File: config.mk
export PLATFORM = sky130hd
export DESIGN_NAME = lut_interp_q31_flat
export DESIGN_NICKNAME = d
export VERILOG_FILES = /design/src/rtl/lut_interp_q31_if.sv /design/src/rtl/lut_interp_q31.sv /design/src/flat_wrapper.sv
export SDC_FILE = /design/constraint.sdc
export NUM_CORES = 2
export LEC_CHECK = 0
export CORE_MARGIN = 2
export CORE_UTILIZATION = 23
export CTS_CLUSTER_SIZE = 25
export DETAILED_ROUTE_END_ITERATION = 7
export SYNTH_ARGS = -nofsm -noshare
export SYNTH_HDL_FRONTEND = slang
export SYNTH_SLANG_ARGS = --single-unit
File: constraint.sdc
create_clock -name clk -period 19.7 [get_ports clk]
set_clock_uncertainty 0.2 [all_clocks]
set_input_delay 4.925 -clock clk [delete_from_list [all_inputs] [get_ports clk]]
set_output_delay 4.925 -clock clk [all_outputs]
set_load 0.005 [all_outputs]
File: src/rtl/lut_interp_q31_if.sv
// Stream-in / ROM / stream-out bundle for the Q31 LUT interpolator.
// The slave modport is the interpolator; master is the phase source, ROM and sink.
interface lut_interp_q31_if #(
  parameter int unsigned DATA_WIDTH  = 32,
  parameter int unsigned ADDR_WIDTH  = 10,
  parameter int unsigned FRAC_WIDTH  = 16,
  parameter int unsigned PHASE_WIDTH = ADDR_WIDTH + FRAC_WIDTH
);
  logic                   in_valid;
  logic                   in_ready;
  logic [PHASE_WIDTH-1:0] in_phase;
  logic [ADDR_WIDTH-1:0]  rom_addr_a;
  logic [ADDR_WIDTH-1:0]  rom_addr_b;
  logic [DATA_WIDTH-1:0]  rom_dout_a;
  logic [DATA_WIDTH-1:0]  rom_dout_b;
  logic                   out_valid;
  logic                   out_ready;
  logic [DATA_WIDTH-1:0]  out_data;

  modport master (
    output in_valid, in_phase, rom_dout_a, rom_dout_b, out_ready,
    input  in_ready, rom_addr_a, rom_addr_b, out_valid, out_data
  );

  modport slave (
    input  in_valid, in_phase, rom_dout_a, rom_dout_b, out_ready,
    output in_ready, rom_addr_a, rom_addr_b, out_valid, out_data
  );
endinterface

File: src/rtl/lut_interp_q31.sv
// Phase-to-amplitude front end: dual-port LUT lookup, linear interpolation,
// and a credit-limited FWFT output FIFO (the ROM read path cannot stall).
module lut_interp_q31 #(
  parameter int unsigned DATA_WIDTH  = 32,
  parameter int unsigned ADDR_WIDTH  = 10,
  parameter int unsigned FRAC_WIDTH  = 16,
  parameter int unsigned PHASE_WIDTH = ADDR_WIDTH + FRAC_WIDTH,
  parameter bit          WRAP        = 1'b1,
  parameter int unsigned FIFO_DEPTH  = 8
) (
  input logic             clk,
  input logic             rst,
  lut_interp_q31_if.slave bus
);
  localparam int unsigned DW1  = DATA_WIDTH + 1;
  localparam int unsigned PW   = DW1 + FRAC_WIDTH + 1;
  localparam int unsigned PTRW = (FIFO_DEPTH > 1) ? $clog2(FIFO_DEPTH) : 1;
  localparam int unsigned CNTW = $clog2(FIFO_DEPTH + 1);
  localparam logic [ADDR_WIDTH-1:0] ADDR_MAX = '1;

  logic                   accept_c;
  logic                   pop_c;
  logic [ADDR_WIDTH-1:0]  idx_c;
  logic [ADDR_WIDTH-1:0]  addr_b_c;
  logic [ADDR_WIDTH-1:0]  addr_a_q;
  logic [ADDR_WIDTH-1:0]  addr_b_q;
  logic                   s1_valid;
  logic                   s2_valid;
  logic                   s3_valid;
  logic [FRAC_WIDTH-1:0]  frac1;
  logic [FRAC_WIDTH-1:0]  frac2;
  logic signed [DW1-1:0]  diff_c;
  logic signed [PW-1:0]   prod_c;
  logic signed [PW-1:0]   prod3;
  logic [DATA_WIDTH-1:0]  a3;
  logic [DATA_WIDTH-1:0]  y_c;
  logic [DATA_WIDTH-1:0]  mem [FIFO_DEPTH];
  logic [PTRW-1:0]        wr_ptr;
  logic [PTRW-1:0]        rd_ptr;
  logic [CNTW-1:0]        count;
  logic [CNTW-1:0]        credit;
  logic                   unused_prod_bits;

  // Credit covers every sample in the pipe or the FIFO, so a push never finds it full.
  assign bus.in_ready = !rst && (credit < CNTW'(FIFO_DEPTH));
  assign accept_c     = bus.in_valid && bus.in_ready;
  assign pop_c        = bus.out_valid && bus.out_ready;
  assign idx_c        = bus.in_phase[PHASE_WIDTH-1:FRAC_WIDTH];

  always_comb begin
    addr_b_c = ADDR_WIDTH'(idx_c + 1'b1);
    if (!WRAP && (idx_c == ADDR_MAX)) addr_b_c = ADDR_MAX;
  end

  // diff and product are exact; floor of prod/2^FRAC keeps y between a and b.
  assign diff_c = $signed({bus.rom_dout_b[DATA_WIDTH-1], bus.rom_dout_b})
                - $signed({bus.rom_dout_a[DATA_WIDTH-1], bus.rom_dout_a});
  assign prod_c = PW'(diff_c) * PW'($signed({1'b0, frac2}));
  assign y_c    = a3 + prod3[FRAC_WIDTH +: DATA_WIDTH];
  assign unused_prod_bits = ^{prod3[PW-1:FRAC_WIDTH+DATA_WIDTH], prod3[FRAC_WIDTH-1:0]};

  assign bus.rom_addr_a = addr_a_q;
  assign bus.rom_addr_b = addr_b_q;
  assign bus.out_valid  = (count != '0);
  assign bus.out_data   = mem[rd_ptr];

  // Address / ROM / multiply pipeline.
  always_ff @(posedge clk) begin
    if (rst) begin
      s1_valid <= 1'b0;
      s2_valid <= 1'b0;
      s3_valid <= 1'b0;
      addr_a_q <= '0;
      addr_b_q <= '0;
      frac1    <= '0;
      frac2    <= '0;
      prod3    <= '0;
      a3       <= '0;
    end else begin
      s1_valid <= accept_c;
      if (accept_c) begin
        addr_a_q <= idx_c;
        addr_b_q <= addr_b_c;
        frac1    <= bus.in_phase[FRAC_WIDTH-1:0];
      end
      s2_valid <= s1_valid;
      frac2    <= frac1;
      s3_valid <= s2_valid;
      prod3    <= prod_c;
      a3       <= bus.rom_dout_a;
    end
  end

  // Output FIFO and credit counter.
  always_ff @(posedge clk) begin
    if (rst) begin
      wr_ptr <= '0;
      rd_ptr <= '0;
      count  <= '0;
      credit <= '0;
      for (int i = 0; i < FIFO_DEPTH; i++) mem[i] <= '0;
    end else begin
      if (s3_valid) begin
        mem[wr_ptr] <= y_c;
        wr_ptr      <= PTRW'(wr_ptr + 1'b1);
      end
      if (pop_c) rd_ptr <= PTRW'(rd_ptr + 1'b1);
      case ({s3_valid, pop_c})
        2'b10:   count <= CNTW'(count + 1'b1);
        2'b01:   count <= CNTW'(count - 1'b1);
        default: count <= count;
      endcase
      case ({accept_c, pop_c})
        2'b10:   credit <= CNTW'(credit + 1'b1);
        2'b01:   credit <= CNTW'(credit - 1'b1);
        default: credit <= credit;
      endcase
    end
  end
endmodule
File: src/flat_wrapper.sv
// flat-port wrapper written by rule: the top's interface ports become plain ports
module lut_interp_q31_flat 
#(
  parameter int unsigned DATA_WIDTH  = 32,
  parameter int unsigned ADDR_WIDTH  = 10,
  parameter int unsigned FRAC_WIDTH  = 16,
  parameter int unsigned PHASE_WIDTH = ADDR_WIDTH + FRAC_WIDTH,
  parameter bit          WRAP        = 1'b1,
  parameter int unsigned FIFO_DEPTH  = 8
)
  (clk, rst, bus_in_valid, bus_in_phase, bus_rom_dout_a, bus_rom_dout_b, bus_out_ready, bus_in_ready, bus_rom_addr_a, bus_rom_addr_b, bus_out_valid, bus_out_data);
  lut_interp_q31_if #(.DATA_WIDTH(DATA_WIDTH), .ADDR_WIDTH(ADDR_WIDTH), .FRAC_WIDTH(FRAC_WIDTH), .PHASE_WIDTH(PHASE_WIDTH)) bus_i ();
  input logic clk;
  input logic rst;
  input wire logic [$bits(bus_i.in_valid)-1:0] bus_in_valid;
  input wire logic [$bits(bus_i.in_phase)-1:0] bus_in_phase;
  input wire logic [$bits(bus_i.rom_dout_a)-1:0] bus_rom_dout_a;
  input wire logic [$bits(bus_i.rom_dout_b)-1:0] bus_rom_dout_b;
  input wire logic [$bits(bus_i.out_ready)-1:0] bus_out_ready;
  output wire logic [$bits(bus_i.in_ready)-1:0] bus_in_ready;
  output wire logic [$bits(bus_i.rom_addr_a)-1:0] bus_rom_addr_a;
  output wire logic [$bits(bus_i.rom_addr_b)-1:0] bus_rom_addr_b;
  output wire logic [$bits(bus_i.out_valid)-1:0] bus_out_valid;
  output wire logic [$bits(bus_i.out_data)-1:0] bus_out_data;
  assign bus_i.in_valid = bus_in_valid;
  assign bus_i.in_phase = bus_in_phase;
  assign bus_i.rom_dout_a = bus_rom_dout_a;
  assign bus_i.rom_dout_b = bus_rom_dout_b;
  assign bus_i.out_ready = bus_out_ready;
  assign bus_in_ready = bus_i.in_ready;
  assign bus_rom_addr_a = bus_i.rom_addr_a;
  assign bus_rom_addr_b = bus_i.rom_addr_b;
  assign bus_out_valid = bus_i.out_valid;
  assign bus_out_data = bus_i.out_data;
  lut_interp_q31 #(.DATA_WIDTH(DATA_WIDTH), .ADDR_WIDTH(ADDR_WIDTH), .FRAC_WIDTH(FRAC_WIDTH), .PHASE_WIDTH(PHASE_WIDTH), .WRAP(WRAP), .FIFO_DEPTH(FIFO_DEPTH)) u_core (.clk(clk), .rst(rst), .bus(bus_i));
endmodule
Yosys cells after proc, flatten, opt, wreduce, memory -nomap -nowiden
Memory sizes are Yosys's and may differ from the RTL's. A register that Yosys moved wholly into a read port is not among the register bits.
Index checks and enable logic that the tools add are counted.
- flip-flop bits (word level): 149
- RAM bits: 256
- input bits: 94
- output and inout port bits: 54
- word-level logic and storage cells: 49
- memories kept: 1
- memories (memory ; depth ; width ; rd ports ; clocked after Yosys merged registers in ; wr ports ; line ; RTL):
    u_core.mem ; 8 ; 32 ; 1 ; 1 ; 8 ; lut_interp_q31.sv:37 ; logic [DATA_WIDTH-1:0] mem [FIFO_DEPTH];
- $add $sub $neg: 9
- multiply operators: 1
- magnitude comparators: 1
- equality and inequality tests: 4
- muxes and demuxes: 12
- reductions and logical operators: 8
- operator list (operator ; number):
    $mul A33 B17 Y48 ; 1
    $sub A32 B32 Y33 ; 1
    $add A32 B32 Y32 ; 1
    $mux W32 ; 1
    $reduce_or A32 Y1 ; 1
    $pmux W4 S2 ; 2
    $add A10 B1 Y10 const B ; 1
    $mux W3 ; 3
    $add A4 B1 Y4 const B ; 2
    $sub A4 B1 Y4 const B ; 2
    $add A3 B1 Y3 const B ; 2
    $mux W1 ; 6
    $eq A2 B1 Y1 const B ; 2
    $eq A2 B2 Y1 const B ; 2
    $lt A4 B4 Y1 const B ; 1
    $reduce_bool A2 Y1 ; 2
    $reduce_bool A4 Y1 ; 1
    $logic_and A1 B1 Y1 ; 3
    $logic_not A1 Y1 ; 1

Longest topological paths before layout
- depth in word-level cells: 5
- mapped depth: 35
- depth with buffers taken out: 33

Worst setup path before layout
No wires, ideal clock.
- path type: input-to-reg
- from: input port bus_rom_dout_b[0]
- to: register u_core.prod3[45]
- setup time: 0.128 ns
- arrival: 12.429 ns
- data required time: 19.372 ns
- slack: 6.943 ns
- stages: 29
- buffers on the path: 2
- cells stage by stage: inv_1 -> ha_1 -> fa_1 -> nand2b_1 -> a21oi_1 -> o211ai_1 -> a21oi_1 -> o21ai_0 -> xnor2_1 -> clkbuf_1 -> and2_1 -> fa_1 -> fa_1 -> clkbuf_1 -> inv_1 -> fa_1 -> fa_1 -> fa_1 -> fa_1 -> inv_1 -> ha_1 -> and3_1 -> and2_1 -> a221o_1 -> a211oi_1 -> nor2_1 -> a311oi_1 -> xor2_1 -> nor2_1
- cells in the longest elaborated chain, start to end: 2
- ends and longest elaborated chain (item ; line ; RTL):
    start, declared ; flat_wrapper.sv:18 ; input wire logic [$bits(bus_i.rom_dout_b)-1:0] bus_rom_dout_b;
    $sub A32 B32 Y33 ; lut_interp_q31.sv:57 ; - $signed({bus.rom_dout_a[DATA_WIDTH-1], bus.rom_dout_a});
    $mul A33 B17 Y48 ; lut_interp_q31.sv:58 ; assign prod_c = PW'(diff_c) * PW'($signed({1'b0, frac2}));
    end signal, assigned ; lut_interp_q31.sv:89 ; prod3 <= prod_c;
    end, declared ; lut_interp_q31.sv:34 ; logic signed [PW-1:0] prod3;
Every way passes these cells.
A chain may end at the register's enable or synchronous reset.

Worst setup path in the final report
- from: input port bus_rom_dout_b[0]
- to: register u_core.prod3[47]
The elaborated chain is that of the path after synthesis.

==> metrics.txt <==
post-route insts no fill 5794; synthesized instance count 3627; fmax 0.0698 GHz; leakage 0.0181 uW; Pins Over Slew Limit 0; DR iter-0 viols 1719; DR WL met3 6330 um; # DRC 0; register area share after synthesis 28.6%; first-pass GRT wire length 162000 um; Initial Util 23.2%; max_cap viols 0; Boundary Pins 148; P&R area growth vs syn 14.5%; Post-synth EDFFs 256; share of cells above drive strength 1 7.26%; switching part of the total 42.5%; Worst VDD drop 0.0000564 V; Root Buffer Master clkbuf_16; status complete, no violations; Placeable Area 157000 um^2; arrival time worst endpoint 14.55 ns; sequential power share 25.6%; synth unique cells 76; GRT overflow 0; Net Count, Synth 4394; post-route antenna net violation count 0; top layer in use met5; clock slew seen by the registers of the worst setup and hold paths 0.08 ns; Final WS setup 5.37 ns; setup bufs post-CTS 0; CTS Buf Count 43; Worst Path Required 19.92 ns; Sw Pwr 1640 uW; DR vias/cell 4.45; WL met2 52000 um; largest net degree at the start of global routing 72; wire length per cell 18.1 um; Netlist Area Pre-Place 36400 um^2; warnings from Yosys 0; internal power 2210 uW; Logic pwr share 53.9%; minimum clock period 14.33 ns; post-route cell area 41700 um^2; fin crit share 72.8%; #FFs+latches synth 392; Least-Margin Pin Slew 1.07 ns; All-Layer GR Usage 12.9%; dpl hpwl 75500 um; I/O Buffers 147; hold slack final 0.231 ns; WL met1 43700 um; Final nets 4471; die height 402 um; Fillers 16510; Clock Latency Late Sink 0.60 ns; initial antenna violation count 7; CP Max Fanout 16; RSZ-0062 raised after global routing no; CP max stage cell a21oi_1; commonest register cell after synthesis edfxtp_1; Synth area leaders fa_1 (27%), edfxtp_1 (21%), dfxtp_1 (7.5%); Final TNS setup 0 ns; Power Dens Cells 92.3 nW/um^2; Final Hold Vio Count 0; cts repair resizes 0; TritonCTS clock tree yes; vias in the first global route 27266; # H-tree levels 2; area leader, netlist fa_1; final RePlAce weighted congestion 0.894; Final setup viols 0; die area 161000 um^2; drt first pass iters 6; Clk pwr share 20.5%; Avg Synthesized Cell Area 10.0 um^2; Placed Cells 5717; Hold/Removal Path Class reg2reg; # rows 145; Max-Slew Margin vs Limit 28.8%; total length of routed wires 105000 um; pre-CTS setup slack 4.97 ns; async set-or-reset flop fraction in the synthesized netlist 0%; delay of the slowest cell on the worst path 0.74 ns; clock sinks 392; cell area after placement 40300 um^2; most used cell, CP fa_1; CTS Hold Bufs 0; Die Wd 402 um; crit path capture type register; crit path launch type input pin; Synth top area share 26.8%; Vias 25794; Crit Path Category in2reg; deepest clock path buffer count 3
stage by stage:
| step | total power, uW | util, % |
|---|---|---|
| after floorplan | 2440 | - |
| after global placement | 3030 | 25.7 |
| after detailed placement | 3060 | 25.7 |
| after CTS | 3870 | 26.6 |
| after global routing | 4150 | 26.6 |
| final | 3850 | 26.6 |
Yosys cell counts (all sizes together) (7+ instances only):
| cell type | number |
|---|---|
| a31oi | 11 |
| edfxtp | 256 |
| and3b | 15 |
| nand3 | 29 |
| and2 | 223 |
| mux2 | 48 |
| fa | 488 |
| nand3b | 16 |
| nor2b | 47 |
| clkbuf | 149 |
| o21ai | 58 |
| o211ai | 13 |
| ha | 185 |
| xor2 | 52 |
| nand2b | 30 |
| nor2 | 397 |
| mux4 | 64 |
| nand2 | 352 |
| inv | 629 |
| o21bai | 9 |
| nand4 | 13 |
| o311ai | 12 |
| buf | 21 |
| xnor2 | 65 |
| a21o | 43 |
| a21oi | 108 |
| dfxtp | 136 |
| and3 | 21 |
| a211oi | 19 |
| o31ai | 7 |
| nor3 | 18 |
| o21a | 20 |
| or3 | 7 |
placed cells by master (no fill, tap or decap), types with 64 or more instances in the layout:
| cell | instances |
|---|---|
| a21oi_1 | 108 |
| and2_1 | 223 |
| clkdlybuf4s50_1 | 146 |
| dfxtp_1 | 120 |
| edfxtp_1 | 256 |
| fa_1 | 488 |
| ha_1 | 185 |
| inv_1 | 628 |
| mux4_2 | 64 |
| nand2_1 | 352 |
| nor2_1 | 397 |
per-layer routing:
layer / up-vias / GRT usage (%)
met3: 172 / 1.76
met5: - / 0
met4: 4 / 3.84
li1: 11647 / -
met1: 13106 / 16.3
met2: 865 / 22.8
sequential cells by signal (all words and copies together) (netlist names), named ones only:
register / cells
u_core.wr_ptr: 3
u_core.prod3: 32
u_core.s3_valid: 1
u_core.frac2: 16
u_core.bus.rom_addr_b: 10
u_core.frac1: 16
u_core.count: 4
u_core.rd_ptr: 3
u_core.a3: 32
u_core.credit: 4
u_core.s1_valid: 1
u_core.s2_valid: 1
u_core.mem: 256
u_core.bus.rom_addr_a: 10
final timing paths:
check / startpoint / endpoint / slack, ns / cells past startpoint
max: bus_rom_dout_b[0] / u_core.prod3[47]$_SDFF_PP0_ / 5.37 / 32
min: u_core.frac1[5]$_SDFFE_PP0P_ / u_core.frac2[5]$_SDFF_PP0_ / 0.23 / 1
min reg2reg: u_core.frac1[5]$_SDFFE_PP0P_ / u_core.frac2[5]$_SDFF_PP0_ / 0.23 / 1
max reg2reg: u_core.frac2[2]$_SDFF_PP0_ / u_core.prod3[42]$_SDFF_PP0_ / 12.24 / 20
final cells by class:
cell class,instances,area (um^2),share of cell area [%]
antenna,1,2.50,0.00600
clock buffer,56,1180,2.82
clock inverter,20,191,0.459
inverter,629,2360,5.66
multi-input combinational,2436,23100,55.3
sequential,392,10400,25.0
tap,2058,2570,6.18
timing repair buffer,202,1880,4.51
cell families (layout without fill, tap and decap cells):
kind of cell / Yosys count / in the layout / synth area share [%]
AOI/OAI and AO/OA: 341 / 341 / 6.12
xor gates and xnor gates: 117 / 117 / 2.84
adders and majority gates: 674 / 674 / 33.2
buffers and inverters: 799 / 907 / 8.30
DFF: 392 / 392 / 28.6
muxes: 114 / 114 / 5.50
other: 0 / 1 / 0
and+or+nand+nor: 1190 / 1190 / 15.4
power by group through the flow:
stage               sequential, uW  clock (uW)  combinational, uW
floorplan                      974           0               1470
global placement               999           0               2040
detailed placement            1000           0               2060
CTS                            984         807               2070
global route                   991         839               2320
finish                         983         790               2070
worst max-delay path, delay by kind of cell:
family,cells,cell delay (ns)
adder cells (fa/ha/maj),9,4.08
AND/OR/NAND/NOR,5,0.56
AO/OA/AOI/OAI,11,3.87
XOR/XNOR,1,0.16
buffers and inverters,6,0.94
No activity file was read; power rests on OpenSTA's default activity.
